`src/rtl/fft_bitrev_reorder_pkg.sv`:
```
// ---------------------------------------------------------------------------
// fft_bitrev_reorder_pkg
// Shared FFT definitions used by the output reorder stage:
//   - bitrev()    : reverses the low 'w' bits of an index (w <= MAX_LOG2N)
//   - rd_state_t  : read-side FSM encoding (IDLE=0, READ=1)
//   - RAM_LAT     : read latency of the reorder RAM (output register on)
// ---------------------------------------------------------------------------
package fft_bitrev_reorder_pkg;

    localparam int unsigned MAX_LOG2N = 12;
    localparam int unsigned RAM_LAT   = 2;

    typedef enum logic {
        RD_IDLE = 1'b0,
        RD_READ = 1'b1
    } rd_state_t;

    // Full-width reversal, then shift the reversed field down so only the
    // low 'w' bits of the argument are mirrored into the low 'w' result bits.
    function automatic logic [MAX_LOG2N-1:0] bitrev(input logic [MAX_LOG2N-1:0] v,
                                                    input int unsigned          w);
        logic [MAX_LOG2N-1:0] r;
        r = {<<{v}};
        return r >> (MAX_LOG2N - w);
    endfunction

endpackage

```
`src/rtl/fft_bitrev_reorder_ram.sv`:
```
// ---------------------------------------------------------------------------
// xilinx_simple_dual_port_2_clock_ram
// Simple dual-port block RAM, one write port (A) and one read port (B).
//   clka/wea/addra/dina : write port
//   clkb/enb/addrb      : read port, read-first
//   rstb/regceb         : synchronous reset / clock enable of the B output
//                         register (HIGH_PERFORMANCE only)
//   doutb               : read data; 1 cycle after enb (LOW_LATENCY) or
//                         2 cycles (HIGH_PERFORMANCE)
// Contents are never reset.
// ---------------------------------------------------------------------------
module xilinx_simple_dual_port_2_clock_ram #(
    parameter int unsigned RAM_WIDTH       = 32,
    parameter int unsigned RAM_DEPTH       = 1024,
    parameter string       RAM_PERFORMANCE = "HIGH_PERFORMANCE"
) (
    input  logic [$clog2(RAM_DEPTH)-1:0] addra,
    input  logic [$clog2(RAM_DEPTH)-1:0] addrb,
    input  logic [RAM_WIDTH-1:0]         dina,
    input  logic                         clka,
    input  logic                         clkb,
    input  logic                         wea,
    input  logic                         enb,
    input  logic                         rstb,
    input  logic                         regceb,
    output logic [RAM_WIDTH-1:0]         doutb
);

    logic [RAM_WIDTH-1:0] bram [RAM_DEPTH];
    logic [RAM_WIDTH-1:0] ram_data;

    always_ff @(posedge clka) begin
        if (wea)
            bram[addra] <= dina;
    end

    always_ff @(posedge clkb) begin
        if (enb)
            ram_data <= bram[addrb];
    end

    generate
        if (RAM_PERFORMANCE == "LOW_LATENCY") begin : g_no_outreg
            assign doutb = ram_data;
        end else begin : g_outreg
            always_ff @(posedge clkb) begin
                if (rstb)
                    doutb <= '0;
                else if (regceb)
                    doutb <= ram_data;
            end
        end
    endgenerate

endmodule

```
`src/rtl/fft_bitrev_reorder.sv`:
```
// ---------------------------------------------------------------------------
// fft_bitrev_reorder
// Output reorder stage after the last R22SDF butterfly. Samples arrive in
// bit-reversed index order; each is written to a ping-pong RAM (2 banks of N)
// at its bit-reversed address, and completed banks are read out in natural
// order with an index tag. Single clock, no input back-pressure.
//
// Ports:
//   clk, rst        : clock, asynchronous active-high reset
//   din_valid/din_sof/din : input sample stream (bit-reversed order)
//   dout_valid/dout/dout_idx : natural-order output and its index
//   frame_err       : one-cycle pulse on resync, unsynced drop or overflow
//   busy            : a partial or pending frame is held
//   dout_sof/dout_eof : first/last sample markers (only with
//                       FFT_REORDER_MARK_EN defined)
// ---------------------------------------------------------------------------
module fft_bitrev_reorder
    import fft_bitrev_reorder_pkg::*;
#(
    parameter int unsigned LOG2N  = 6,
    parameter int unsigned DATA_W = 32
) (
    input  logic              clk,
    input  logic              rst,
    input  logic              din_valid,
    input  logic              din_sof,
    input  logic [DATA_W-1:0] din,
    output logic              dout_valid,
    output logic [DATA_W-1:0] dout,
    output logic [LOG2N-1:0]  dout_idx,
    output logic              frame_err,
    output logic              busy
`ifdef FFT_REORDER_MARK_EN
    ,
    output logic              dout_sof,
    output logic              dout_eof
`endif
);

    localparam int unsigned      N    = 1 << LOG2N;
    localparam logic [LOG2N-1:0] LAST = LOG2N'(N - 1);

    // write side
    logic [LOG2N-1:0] wr_cnt;
    logic             wr_bank;
    logic             synced;
    logic             wr_en;
    logic             wr_done;
    logic [LOG2N-1:0] wr_idx;
    logic [LOG2N:0]   wr_addr;

    // read side
    rd_state_t        rd_state;
    logic             rd_bank;
    logic [LOG2N-1:0] rd_cnt;
    logic             rd_issue;
    logic             rd_done;
    logic [LOG2N:0]   rd_addr;
    logic [1:0]       ready_cnt;
    logic             frame_accept;

    logic [RAM_LAT-1:0] v_pipe;
    logic [LOG2N-1:0]   idx_pipe [RAM_LAT];
    logic [DATA_W-1:0]  ram_dout;

    assign wr_en   = din_valid & (din_sof | synced);
    assign wr_idx  = din_sof ? '0 : wr_cnt;
    // sof always lands at index 0, so it can never complete a frame (N >= 4)
    assign wr_done = din_valid & ~din_sof & synced & (wr_cnt == LAST);
    assign wr_addr = {wr_bank, LOG2N'(bitrev(MAX_LOG2N'(wr_idx), LOG2N))};

    assign rd_issue = (rd_state == RD_READ);
    assign rd_done  = rd_issue & (rd_cnt == LAST);
    assign rd_addr  = {rd_bank, rd_cnt};

    // A completing frame is refused only if both banks are already full and
    // neither is being released on this same edge.
    assign frame_accept = wr_done & ~((ready_cnt == 2'd2) & ~rd_done);

    always_ff @(posedge clk or posedge rst) begin
        if (rst) begin
            wr_cnt    <= '0;
            wr_bank   <= 1'b0;
            synced    <= 1'b0;
            frame_err <= 1'b0;
        end else begin
            frame_err <= 1'b0;
            if (din_valid) begin
                if (din_sof) begin
                    synced <= 1'b1;
                    wr_cnt <= LOG2N'(1);
                    if (wr_cnt != '0)
                        frame_err <= 1'b1;
                end else if (!synced) begin
                    frame_err <= 1'b1;
                end else if (wr_cnt == LAST) begin
                    wr_cnt <= '0;
                    if (frame_accept)
                        wr_bank <= ~wr_bank;
                    else
                        frame_err <= 1'b1;
                end else begin
                    wr_cnt <= wr_cnt + 1'b1;
                end
            end
        end
    end

    always_ff @(posedge clk or posedge rst) begin
        if (rst) begin
            ready_cnt <= '0;
            rd_state  <= RD_IDLE;
            rd_bank   <= 1'b0;
            rd_cnt    <= '0;
            v_pipe    <= '0;
            for (int unsigned i = 0; i < RAM_LAT; i++)
                idx_pipe[i] <= '0;
`ifdef FFT_REORDER_MARK_EN
            dout_sof  <= 1'b0;
            dout_eof  <= 1'b0;
`endif
        end else begin
            if (frame_accept && !rd_done)
                ready_cnt <= ready_cnt + 2'd1;
            else if (!frame_accept && rd_done)
                ready_cnt <= ready_cnt - 2'd1;

            // rd_bank already points at the oldest full bank whenever idle
            case (rd_state)
                RD_IDLE: begin
                    if (ready_cnt != '0) begin
                        rd_state <= RD_READ;
                        rd_cnt   <= '0;
                    end
                end
                RD_READ: begin
                    if (rd_cnt == LAST) begin
                        rd_cnt  <= '0;
                        rd_bank <= ~rd_bank;
                        if (!((ready_cnt > 2'd1) || frame_accept))
                            rd_state <= RD_IDLE;
                    end else begin
                        rd_cnt <= rd_cnt + 1'b1;
                    end
                end
                default: rd_state <= RD_IDLE;
            endcase

            v_pipe      <= {v_pipe[RAM_LAT-2:0], rd_issue};
            idx_pipe[0] <= rd_cnt;
            for (int unsigned i = 1; i < RAM_LAT; i++)
                idx_pipe[i] <= idx_pipe[i-1];

`ifdef FFT_REORDER_MARK_EN
            dout_sof <= v_pipe[RAM_LAT-2] & (idx_pipe[RAM_LAT-2] == '0);
            dout_eof <= v_pipe[RAM_LAT-2] & (idx_pipe[RAM_LAT-2] == LAST);
`endif
        end
    end

    xilinx_simple_dual_port_2_clock_ram #(
        .RAM_WIDTH       (DATA_W),
        .RAM_DEPTH       (2 * N),
        .RAM_PERFORMANCE ("HIGH_PERFORMANCE")
    ) u_ram (
        .addra  (wr_addr),
        .addrb  (rd_addr),
        .dina   (din),
        .clka   (clk),
        .clkb   (clk),
        .wea    (wr_en),
        .enb    (rd_issue),
        .rstb   (rst),
        .regceb (1'b1),
        .doutb  (ram_dout)
    );

    assign dout_valid = v_pipe[RAM_LAT-1];
    assign dout_idx   = idx_pipe[RAM_LAT-1];
    // RAM output register resets synchronously; gating keeps dout at zero
    // from the moment the asynchronous reset asserts.
    assign dout       = dout_valid ? ram_dout : '0;

    assign busy = (synced & (wr_cnt != '0)) | (ready_cnt != '0) |
                  (rd_state == RD_READ) | (|v_pipe);

endmodule

```
`config.mk`:
```
export PLATFORM = sky130hd
export DESIGN_NAME = fft_bitrev_reorder
export DESIGN_NICKNAME = d
export VERILOG_FILES = /design/src/rtl/fft_bitrev_reorder_pkg.sv /design/src/rtl/fft_bitrev_reorder_ram.sv /design/src/rtl/fft_bitrev_reorder.sv
export SDC_FILE = /design/constraint.sdc
export NUM_CORES = 2
export LEC_CHECK = 0
export ABC_AREA = 1
export BUFFER_PORTS_ARGS = -buffer_cell sky130_fd_sc_hd__buf_2
export CAP_MARGIN = 25
export CORE_MARGIN = 2
export CORE_UTILIZATION = 30
export CTS_CLUSTER_DIAMETER = 30
export DETAILED_ROUTE_END_ITERATION = 8
export SKIP_LAST_GASP = 1
export SYNTH_ARGS = -nofsm -noshare
export SYNTH_HDL_FRONTEND = slang
export SYNTH_SLANG_ARGS = --single-unit
```
`constraint.sdc`:
```
create_clock -name clk -period 9 [get_ports clk]
set_clock_uncertainty 0.1 [all_clocks]
set_input_delay 0.9 -clock clk [delete_from_list [all_inputs] [get_ports clk]]
set_output_delay 0.9 -clock clk [all_outputs]
set_load 0.01 [all_outputs]
```
==> results.cfg <==
[run]
cap_violations = 0

[clocking]
h-tree-depth = 6
cts_tree = done
cts_sinks = 4193
cts_inserted_buffers = 664
holdBufCountCts = 2
clk_path_buf_depth = 4
cts_setup_buffers = 0
ctsResizeCount = 0
root_buffer = clkbuf_16
clk_pin_slew_ns = 0.05
clock_latency_ns = 1.11

[sta]
min_period_ns = 5.59
maxSlewViolCount = 0
rsz0062_at_grt = no
whs_ns = 0.0973
max_slew_margin_pct = 23.1
setup_viol = 0
clock.fmax_ghz = 0.179
hold_viol_final = 0
post-route-period-util_pct = 62.1
worst_slew_pin_slew_ns = 1.15
fin_setup_tns_ns = 0

[global_route]
grt.busiest_layer = met2
grt_pass1_vias = 105000
met2_usage_pct = 28.0
antenna_found_initial = 35
overflow = 0
grt_max_degree = 270
use_met3_pct = 3.34
met1_usage_pct = 24.9
track_usage_pct = 18.0
grt_pass1_wl_mm = 758

[die]
dieArea_um2 = 567000
core_area_um2 = 560000
rows = 275
fp.dieH_um = 753
die_x_um = 753
ios = 77
start_util_pct = 30.1

[yosys]
ys_ff_latch = 4193
synth_warnings = 0
yosysUniqueCellTypes = 33
async_flop_share_pct = 0.787
syn_area_um2 = 168000
yosysSeqAreaShare_pct = 74.5
synth-edff-count = 4128
syn_nets = 13700
synth_flop_cell = edfxtp_1
netlist_instances = 13700
syn_area_per_cell_um2 = 12.3

[critical_path]
required_ns = 9.76
start_kind = flip-flop
path_max_fanout = 174
crit_chain = buf_12, buf_12, buf_4, nand2_1, nand3_1, nand3_1, nand3_1, nand3_1, nand3_1, nand3_1, nand2_1
slowest_stage = dfrtp_4
critical-path-max-stage-delay_ns = 0.94
path_common_cell = nand3_1
cp_data_arrival_time_ns = 6.35
end_kind = flip-flop
critical_path_class = reg -> reg

[pwr]
power_mw = 48.1
vdd_drop_max_mv = 0.205
cellPowerDensity_nw_per_um2 = 241
p_switching_mw = 10.4
pwr-share-comb_pct = 1.3
switching_share_pct = 21.5
cellLeakagePower_nw = 68.7
seqPwrFrac_pct = 44.7
intPower_mw = 37.8
clockPowerShare_pct = 54.0

[place]
dpl_cell_area_um2 = 176000
routabilityCongestion = 0.850
hpwl_mm = 277
port_buffers = 76

[detailed_routing]
drtIter0Drc = 16000
wirelength_mm = 532
drtPass1Iterations = 8
route.vias.total = 112000
vias_per_cell = 5.14
routedWlPerCell_um = 24.3
route.detailed.drc = 0
ant_nets = 0

[layout]
layout_commonest_cell = nand2_1
drive_gt1_share_pct = 11.2
nets = 13800
syn2layout_area_growth_pct = 18.6
design_area_um2 = 200000
final_cell_mix = 4,195 x nand2_1, 4,128 x edfxtp_1, 4,041 x nand3_1

[outcome]
status = completed

[worst_hold_path]
hold_class = in -> reg
-- layout make-up --
class                      count  area [µm²]
timing repair buffer         369        3220
multi-input combinational   8472       38000
sequential                  4193      125000
tap                         7479        9360
clock buffer                 750       17000
clock inverter               482        6160
inverter                      98         430
fill                       53300      360000
antenna                        7        17.5
-- per-stage QoR --
| stage | cells | setup slack [ns] | utilization (%) |
|---|---|---|---|
| 6_report | 21900 | 3.41 | 35.7 |
| 5_1_grt | 21800 | 3.26 | 35.7 |
| 4_1_cts | 21800 | 3.62 | 35.6 |
| 3_5_place_dp | 20600 | 3.72 | 31.5 |
| 3_3_place_gp | 20600 | 3.71 | 31.5 |
| 2_1_floorplan | 13700 | 4.53 | - |
-- cell usage after synthesis, types with 2 or more instances --
| cell type | number | area (µm²) |
|---|---|---|
| dfxtp_1 | 32 | 641 |
| buf_4 | 136 | 1020 |
| nor2_1 | 179 | 672 |
| o21ai_0 | 11 | 55.1 |
| clkbuf_1 | 136 | 510 |
| inv_1 | 93 | 349 |
| nand3_1 | 4042 | 20200 |
| ha_1 | 6 | 75.1 |
| dfrtp_1 | 33 | 826 |
| o22ai_1 | 5 | 31.3 |
| buf_1 | 80 | 300 |
| buf_6 | 123 | 1390 |
| nand2_1 | 4201 | 15800 |
| clkinv_1 | 2 | 7.51 |
| buf_2 | 451 | 2260 |
| xor2_1 | 6 | 52.6 |
| nand4_1 | 3 | 18.8 |
| a21oi_1 | 2 | 10.0 |
| nor3_1 | 8 | 40.0 |
| edfxtp_1 | 4128 | 124000 |
-- flip-flops by register name, summed over array words and instances (netlist names) --
register and cells:
idx_pipe 6, dout_idx 6, u_ram.ram_data 32, synced 1, ready_cnt 2, frame_err 1
u_ram.doutb 32, wr_cnt 6, v_pipe 2, rd_issue 1, u_ram.bram 4096, wr_bank 1
rd_bank 1, rd_cnt 6
-- power groups by stage --
stage	Sequential, mW	Clock, mW	Combinational [mW]
floorplan	21.9	0	0.0902
detailed placement	21.9	0	0.606
finish	21.5	26.0	0.612
global route	21.5	27.1	0.642
CTS	21.5	26.2	0.607
global placement	21.9	0	0.593
-- worst max-delay path: cells and delay by family, from the launching register on --
family | cells | cell delay (ns)
buf+inv | 3 | 1.83
flops | 1 | 0.94
simple gates | 8 | 1.82
-- metal layers --
layer  wire, µm  part of all wire [%]
met5         41                0.0077
met4      21500                   4.0
met3      55100                    10
met2     241000                    45
met1     214000                    40
-- kinds of logic after synthesis --
kind of cell	count (synthesis)	synth area share [%]
simple gates	8437	21.8
flops	4193	74.5
buf+inv	1025	3.49
compound gates	22	0.0810
xor+xnor	7	0.0364
fa+ha+maj	6	0.0446
-- final timing paths --
kind / from / endpoint / slack, ns / cells after the start
max reg2reg: rd_cnt[0]$_DFFE_PP0P_ / u_ram.ram_data[17]$_DFFE_PP_ / 3.41 / 11
max in group asynchronous: rst / v_pipe[1]$_DFF_PP0_ / 7.71 / 3
min in group asynchronous: rst / ready_cnt[0]$_DFFE_PP0P_ / 0.37 / 3
max: rd_cnt[0]$_DFFE_PP0P_ / u_ram.ram_data[17]$_DFFE_PP_ / 3.41 / 11
min: din[23] / u_ram.bram[63][23]$_DFFE_PP_ / 0.1 / 1
min reg2reg: idx_pipe[9]$_DFF_PP0_ / dout_idx[3]$_DFF_PP0_ / 0.24 / 0
(Power assumes the default switching activity.)
